==> src/rtl/shuffle_sequencer.sv <==
`default_nettype none
// ============================================================================
// Module   : shuffle_sequencer
// Purpose  : Builds a random deal order (a permutation of 0..N_CARDS-1) for
//            the memory game. An LFSR is stepped between draws. Each draw
//            takes LFSR % N_CARDS as a candidate. A candidate that is already
//            used is replaced by linear probing to the next free index. The
//            result is stored in a table that has a registered read port.
// Ports    : clk, rst_n          - clock, asynchronous active-low reset
//            start_i             - begin a new shuffle (accepted in IDLE only)
//            seed_load_i, seed_i - load the LFSR seed (accepted in IDLE only)
//            busy_o              - shuffle in progress
//            done_o              - one-cycle pulse when the table is complete
//            table_valid_o       - table holds a complete permutation
//            rd_addr_i/rd_data_o - table read port, 1-cycle latency
// Revision : 1.0 - initial release
// ============================================================================
module shuffle_sequencer #(
    parameter int N_CARDS        = 20,
    parameter int LFSR_W         = 8,
    parameter int STEPS_PER_DRAW = 8,
    parameter int IDX_W          = $clog2(N_CARDS)
) (
    input  logic              clk,
    input  logic              rst_n,
    input  logic              start_i,
    input  logic              seed_load_i,
    input  logic [LFSR_W-1:0] seed_i,
    output logic              busy_o,
    output logic              done_o,
    output logic              table_valid_o,
    input  logic [IDX_W-1:0]  rd_addr_i,
    output logic [IDX_W-1:0]  rd_data_o
);

    localparam int STEP_W = (STEPS_PER_DRAW > 1) ? $clog2(STEPS_PER_DRAW) : 1;

    localparam logic [2:0] c_st_idle  = 3'd0;
    localparam logic [2:0] c_st_step  = 3'd1;
    localparam logic [2:0] c_st_check = 3'd2;
    localparam logic [2:0] c_st_probe = 3'd3;
    localparam logic [2:0] c_st_write = 3'd4;
    localparam logic [2:0] c_st_done  = 3'd5;

    localparam logic [IDX_W-1:0]  c_last_idx  = IDX_W'(N_CARDS - 1);
    localparam logic [STEP_W-1:0] c_step_last = STEP_W'(STEPS_PER_DRAW - 1);
    localparam logic [IDX_W:0]    c_n_cards   = (IDX_W+1)'(N_CARDS);

    logic [2:0]         r_state;
    logic [LFSR_W-1:0]  r_lfsr;
    logic [STEP_W-1:0]  r_step_cnt;
    logic [IDX_W-1:0]   r_cand;
    logic [IDX_W-1:0]   r_slot;
    logic [N_CARDS-1:0] r_used;
    logic [IDX_W-1:0]   r_table [N_CARDS];
    logic               r_valid;
    logic [IDX_W-1:0]   r_rd_data;

    logic [LFSR_W-1:0]  w_lfsr_next;
    logic [LFSR_W-1:0]  w_seed_val;
    logic [IDX_W-1:0]   w_draw;
    logic [IDX_W-1:0]   w_probe_next;

    assign w_lfsr_next  = {r_lfsr[LFSR_W-2:0],
                           r_lfsr[0] ^ r_lfsr[2] ^ r_lfsr[3] ^ r_lfsr[4]};
    // An all-zero LFSR would never leave zero, so a zero seed becomes all-ones.
    assign w_seed_val   = (seed_i == '0) ? '1 : seed_i;
    assign w_draw       = IDX_W'(r_lfsr % LFSR_W'(N_CARDS));
    assign w_probe_next = (r_cand == c_last_idx) ? '0 : r_cand + 1'b1;

    always_ff @(posedge clk or negedge rst_n) begin
        if (!rst_n) begin
            r_state    <= c_st_idle;
            r_lfsr     <= '1;
            r_step_cnt <= '0;
            r_cand     <= '0;
            r_slot     <= '0;
            r_used     <= '0;
            r_valid    <= 1'b0;
            for (int i = 0; i < N_CARDS; i++) begin
                r_table[i] <= '0;
            end
        end else begin
            case (r_state)
                c_st_idle: begin
                    // The seed and the start are accepted in the same cycle.
                    // The new shuffle then steps from the freshly loaded seed.
                    if (seed_load_i) begin
                        r_lfsr <= w_seed_val;
                    end
                    if (start_i) begin
                        r_used     <= '0;
                        r_slot     <= '0;
                        r_step_cnt <= '0;
                        r_valid    <= 1'b0;
                        r_state    <= c_st_step;
                    end
                end
                c_st_step: begin
                    r_lfsr <= w_lfsr_next;
                    if (r_step_cnt == c_step_last) begin
                        r_step_cnt <= '0;
                        r_state    <= c_st_check;
                    end else begin
                        r_step_cnt <= r_step_cnt + 1'b1;
                    end
                end
                c_st_check: begin
                    r_cand  <= w_draw;
                    r_state <= r_used[w_draw] ? c_st_probe : c_st_write;
                end
                c_st_probe: begin
                    // At least one index is free, so the probe always ends.
                    r_cand <= w_probe_next;
                    if (!r_used[w_probe_next]) begin
                        r_state <= c_st_write;
                    end
                end
                c_st_write: begin
                    r_table[r_slot] <= r_cand;
                    r_used[r_cand]  <= 1'b1;
                    if (r_slot == c_last_idx) begin
                        r_valid <= 1'b1;
                        r_state <= c_st_done;
                    end else begin
                        r_slot  <= r_slot + 1'b1;
                        r_state <= c_st_step;
                    end
                end
                c_st_done: begin
                    r_state <= c_st_idle;
                end
                default: begin
                    r_state <= c_st_idle;
                end
            endcase
        end
    end

    // The read port is free-running. During a shuffle it returns partial contents.
    always_ff @(posedge clk or negedge rst_n) begin
        if (!rst_n) begin
            r_rd_data <= '0;
        end else if ({1'b0, rd_addr_i} < c_n_cards) begin
            r_rd_data <= r_table[rd_addr_i];
        end else begin
            r_rd_data <= '0;
        end
    end

    assign busy_o        = (r_state == c_st_step)  || (r_state == c_st_check) ||
                           (r_state == c_st_probe) || (r_state == c_st_write);
    assign done_o        = (r_state == c_st_done);
    assign table_valid_o = r_valid;
    assign rd_data_o     = r_rd_data;

endmodule
`default_nettype wire

==> config.mk <==
export PLATFORM = sky130hd
export DESIGN_NAME = shuffle_sequencer
export DESIGN_NICKNAME = d
export VERILOG_FILES = /design/src/rtl/shuffle_sequencer.sv
export SDC_FILE = /design/constraint.sdc
export NUM_CORES = 1
export LEC_CHECK = 0
export CAP_MARGIN = 20
export CORE_ASPECT_RATIO = 0.8
export CORE_MARGIN = 1.5
export CORE_UTILIZATION = 60
export CTS_CLUSTER_SIZE = 30
export DETAILED_ROUTE_END_ITERATION = 8
export PLACE_DENSITY_LB_ADDON = 0.05
export RECOVER_POWER = 50
export SYNTH_ARGS = -nofsm -noshare
export SYNTH_HDL_FRONTEND = slang
export SYNTH_SLANG_ARGS = --single-unit
==> constraint.sdc <==
create_clock -name clk -period 3.9 [get_ports clk]
set_input_delay 0.78 -clock clk [delete_from_list [all_inputs] [get_ports clk]]
set_output_delay 0.78 -clock clk [all_outputs]
set_load 0.05 [all_outputs]
### After elaboration in Yosys (flattened, before gate mapping)

Cells that the tools add are included.

| storage, ports and cells | value |
|---|---|
| bits in registers | 150 |
| output and inout port bits | 8 |
| word-level logic and storage cells | 111 |
| input port bits | 17 |

| cells by class | value |
|---|---|
| add/subtract/negate cells | 3 |
| bitwise logic cells | 6 |
| mux-type cells | 35 |
| order comparisons | 8 |
| reductions and logical operators | 16 |
| divide/modulo/power cells | 1 |
| eq/ne operators | 14 |

Operators by type and width:

| operator | count |
|---|---|
| bitwise mux 100 bit | 1 |
| case mux 20 bit (2 select lines) | 1 |
| 2-to-1 mux 5 bit | 7 |
| binary-select mux 5 bit (select 5 bit) | 1 |
| demux 5 bit (select 5 bit) | 1 |
| 2-to-1 mux 3 bit | 7 |
| 2-to-1 mux 20 bit | 1 |
| bitwise OR 20 bit | 1 |
| case mux 5 bit (2 select lines) | 2 |
| less-than comparator 5 x 6 -> 1 bit (second input constant) | 3 |
| 2-to-1 mux 8 bit | 2 |
| case mux 8 bit (2 select lines) | 1 |
| case mux 3 bit (5 select lines) | 1 |
| greater-or-equal comparator 6 bit (second input constant) | 2 |
| inequality test 2 bit (second input constant) | 6 |
| NOT 5 -> 6 bit | 2 |
| adder 5 x 1 -> 5 bit (second input constant) | 2 |
| binary-select mux 1 bit (select 5 bit) | 2 |
| == test 5 bit (second input constant) | 2 |
| == test 3 bit (second input constant) | 3 |
| AND reduction 3 bit | 3 |
| zero test 8 bit | 1 |
| remainder unit 8 x 5 -> 8 bit (second input constant) | 1 |
| == test 3 x 2 -> 1 bit (second input constant) | 2 |
| other kinds (15) | 28 |

### Logic depth before layout (Yosys ltp)

| logic depth | value |
|---|---|
| depth after elaboration | 6 |
| mapped depth | 12 |
| mapped depth without buffers | 9 |

### Worst setup path before layout

Ideal clock, no wire load.

| timing path | value |
|---|---|
| kind | reg-to-output |
| start point | reg r_state[0] |
| end point | out busy_o |
| path buffers | 2 |
| setup slack | 1.272 ns |
| arrival | 1.848 ns |
| stages on the path, launching flop included | 5 |
| path through | dfrtp_1 clkbuf_1 buf_1 nor2_1 xnor2_1 |

| on the way | value |
|---|---|
| word-level cells in the longest chain between the ends | 4 |
| elaborated cells between the ends (all ways) | 7 |
| classes of those cells | 4 x eq/ne; 3 x reduce/logical |

RTL lines:

| what | line | source |
|---|---|---|
| start: declaration | 49 | `logic [2:0] r_state;` |
| start signal: assignment | 73 | `r_state <= c_st_idle;` |
| start signal: assignment | 96 | `r_state <= c_st_step;` |
| start signal: assignment | 103 | `r_state <= c_st_check;` |
| == test 3 x 1 -> 1 bit / == test 3 x 2 -> 1 bit (equally long branches) | 151 | `assign busy_o = (r_state == c_st_step) \|\| (r_state == c_st_check) \|\|` |
| logical OR 1 bit (2 in series) | 151 |  |
| logical OR 1 bit (*) | 152 | `(r_state == c_st_probe) \|\| (r_state == c_st_write);` |
| end: declaration | 29 | `output logic busy_o,` |

Every way passes the cells marked *; elsewhere a longest branch is shown, timed or not.

### Worst setup path after layout

Same ends and word-level chain as after synthesis.

==> results_dict.tcl <==
set metrics [dict create \
    yosysUniqueCellTypes 68 \
    areaGrowthSynthToFinish_pct 11.5 \
    dp_hpwl_mm 11.8 \
    n_fill_cell 900 \
    p_per_area_nw_per_um2 644 \
    antenna_left 0 \
    finalSetupTns_ps 0 \
    layout.nets 725 \
    boundaryPins 25 \
    num_antenna_cells 0 \
    dieHeight_microns 104 \
    synth_ff_type "dfrtp_1" \
    cts.htree.levels 4 \
    post-cts-setup-buffer-count 0 \
    min_to "r_table[87]$_DFFE_PN0P_" \
    cp_max_fo 21 \
    ys_ff_latch 150 \
    num_vias 5541 \
    grt_pass1_wl_mm 28.8 \
    r2r_setup_slack_ps 750 \
    finalPower_mw 5.55 \
    synth_fa_ha_area_frac 0.0162 \
    drive_gt1_frac 0.194 \
    regToRegStartpoint "r_cand[0]$_DFFE_PN0P_" \
    cts_tree "yes" \
    crit_path_cell_trace "nor2_1 > xnor2_1 > clkdlybuf4s50_1" \
    die-area_sq_um 13600 \
    period_needed_ps 3210 \
    cpPeakStageDelay_ps 850 \
    hold_viol_final 0 \
    mostFrequentLayoutCells "142 x dfrtp_1, 101 x nand2_1, 71 x o21ai_0, 52 x mux2_2, 35 x nor2_1" \
    post_cts_resized 0 \
    cts_root_buf "clkbuf_16" \
    die_w_microns 130 \
    final_common_cell "dfrtp_1" \
    grt_overflow_total 0 \
    gp_congestion 0.922 \
    p_leak_nw 3.82 \
    port_buffers 24 \
    ys_seq_area_frac 0.487 \
    grt_pass1_vias 5537 \
    clk_latency_ps 430 \
    drc 0 \
    grt_max_degree 83 \
    wire_per_inst_microns 19.7 \
    holdWs_ps 474 \
    tightest_slew_ps 2040 \
    syn_nets 722 \
    drt_iter0_drc 471 \
    end_kind "primary output" \
    antenna_found_initial 0 \
    violations "max-capacitance violations, max-slew violations" \
    vdd_ir_drop_max_uv 510 \
    synth-simple-area-share 0.137 \
    rows 36 \
    clock-sinks 150 \
    crit_path_top_delay_cell "clkdlybuf4s50_1" \
    avgViaCountPerCell 6.28 \
    numCtsBuffers 17 \
    synth_compound_area_frac 0.126 \
    dp_slack_ps 835 \
    skew_ps 10.7 \
    ys_warn_count 0 \
    initial_utilization 0.624 \
    drv_slew 83 \
    synth_area_sq_um 7730 \
    grtUsageTotal 0.278 \
    clock_path_buffers 2 \
    syn_inst 695 \
    synth-xor-area-share 0.0147 \
    syn_area_per_cell_sq_um 11.1 \
    synth_edf_count 0 \
    worstSetupPathType "flop to primary output" \
    fmax_mhz 311 \
    coreArea_sq_um 12400 \
    hp-start "r_table[87]$_DFFE_PN0P_" \
    r2r-end "r_state[2]$_DFFE_PN0P_" \
    synth_top_family_by_area "multiplexers" \
    path_clk_slew_ps 60 \
    final-setup-viol-count 0 \
    cp-start-kind "flop" \
    status "finished, violations left" \
    async_flop_share 1.00 \
    hold_buffers 0 \
    hold_class "flop to flop" \
    muxShareOfSynthArea 0.188 \
    drt-pass1-iter-count 5 \
    rsz0062_at_grt "false" \
    relSlewSlack -0.357 \
    wl_mm 17.4 \
    maxCapViolCount 1 \
    r2r_cells 8 \
    hold_path_depth 2 \
    finalWorstSetupSlack_ps 685 \
    required_ps 3120 \
    arrival_ps 2430 \
    period_share 0.824 \
]
## Yosys cell counts, drive strengths merged (4+ instances only)
cell	instances	share of area
nor3	10	0.0065
inv	11	0.0053
dfrtp	142	0.46
nand3	5	0.0032
nor4	5	0.0040
a21oi	19	0.013
dfstp	8	0.027
a22o	16	0.018
o31ai	5	0.0049
nor3b	7	0.0068
nand2b	7	0.0057
mux2i	17	0.022
nand3b	4	0.0039
nor2	35	0.017
xor2	7	0.0079
and2	9	0.0075
o21ai	72	0.047
xnor2	6	0.0068
mux2	52	0.076
nand2	101	0.049
clkbuf	30	0.015
mux4	31	0.090
nor2b	8	0.0065
buf	15	0.012
ha	10	0.016
## layer usage
layer / wire length, microns / vias to the layer above / GRT usage
met1: 8360 / 2835 / 0.425
li1: - / 2530 / -
met2: 7920 / 149 / 0.397
met5: 0 / - / 0
met3: 888 / 27 / 0.0602
met4: 252 / 0 / 0.0889
## layout make-up
| class | count | area (sq um) | share of cell area |
|---|---|---|---|
| clock inverters | 11 | 146 | 0.0170 |
| well taps | 171 | 214 | 0.0248 |
| inverters | 11 | 41.3 | 0.00479 |
| multi-input cells | 489 | 3720 | 0.432 |
| repair buffers | 29 | 268 | 0.0311 |
| clock buffers | 21 | 460 | 0.0535 |
| flip-flops and latches | 150 | 3760 | 0.437 |
## kinds of logic (layout without fill, tap and decap cells)
kind of cell | Yosys count | after routing
XOR/XNOR | 13 | 13
flip-flops | 150 | 150
buffers and inverters | 56 | 72
AO/OA/AOI/OAI | 150 | 150
adder cells (fa/ha/maj) | 10 | 10
AND/OR/NAND/NOR | 216 | 216
multiplexers | 100 | 100
## worst max-delay path by stage
stage	from	to	slack, ps	cells after the start
5_1_grt	rst_n	r_table[59]$_DFFE_PN0P_	460	2
3_3_place_gp	r_cand[0]$_DFFE_PN0P_	r_state[2]$_DFFE_PN0P_	930	8
6_report	r_state[0]$_DFFE_PN0P_	busy_o	690	3
3_5_place_dp	r_cand[0]$_DFFE_PN0P_	r_state[2]$_DFFE_PN0P_	830	8
4_1_cts	r_state[0]$_DFFE_PN0P_	busy_o	700	3
2_1_floorplan	r_state[0]$_DFFE_PN0P_	busy_o	1270	4
## through the flow
step	utilization	instance area, sq um	instances
2_1_floorplan	-	7730	695
3_3_place_gp	0.648	8020	850
3_5_place_dp	0.648	8020	850
4_1_cts	0.697	8630	882
5_1_grt	0.695	8610	882
6_report	0.695	8610	882
## worst max-delay path: cells and delay by family (launching register included)
family        cells  cell delay [ps]
buf+inv           1              850
flops             1              790
xor+xnor          1              260
simple gates      1              110
## state kept, by name, indices dropped and copies added (netlist names)
name / count
r_state: 3
table_valid_o: 1
rd_data_o: 5
r_step_cnt: 3
r_lfsr: 8
r_cand: 5
r_table: 100
r_slot: 5
r_used: 20
## report_power, final
group	internal [mW]	switching [mW]	leakage, nW
registers	1.80	0.402	2.04
logic	0.693	0.965	1.49
clock network	1.04	0.651	0.294
total	3.53	2.02	3.82
(Power assumes the default switching activity.)
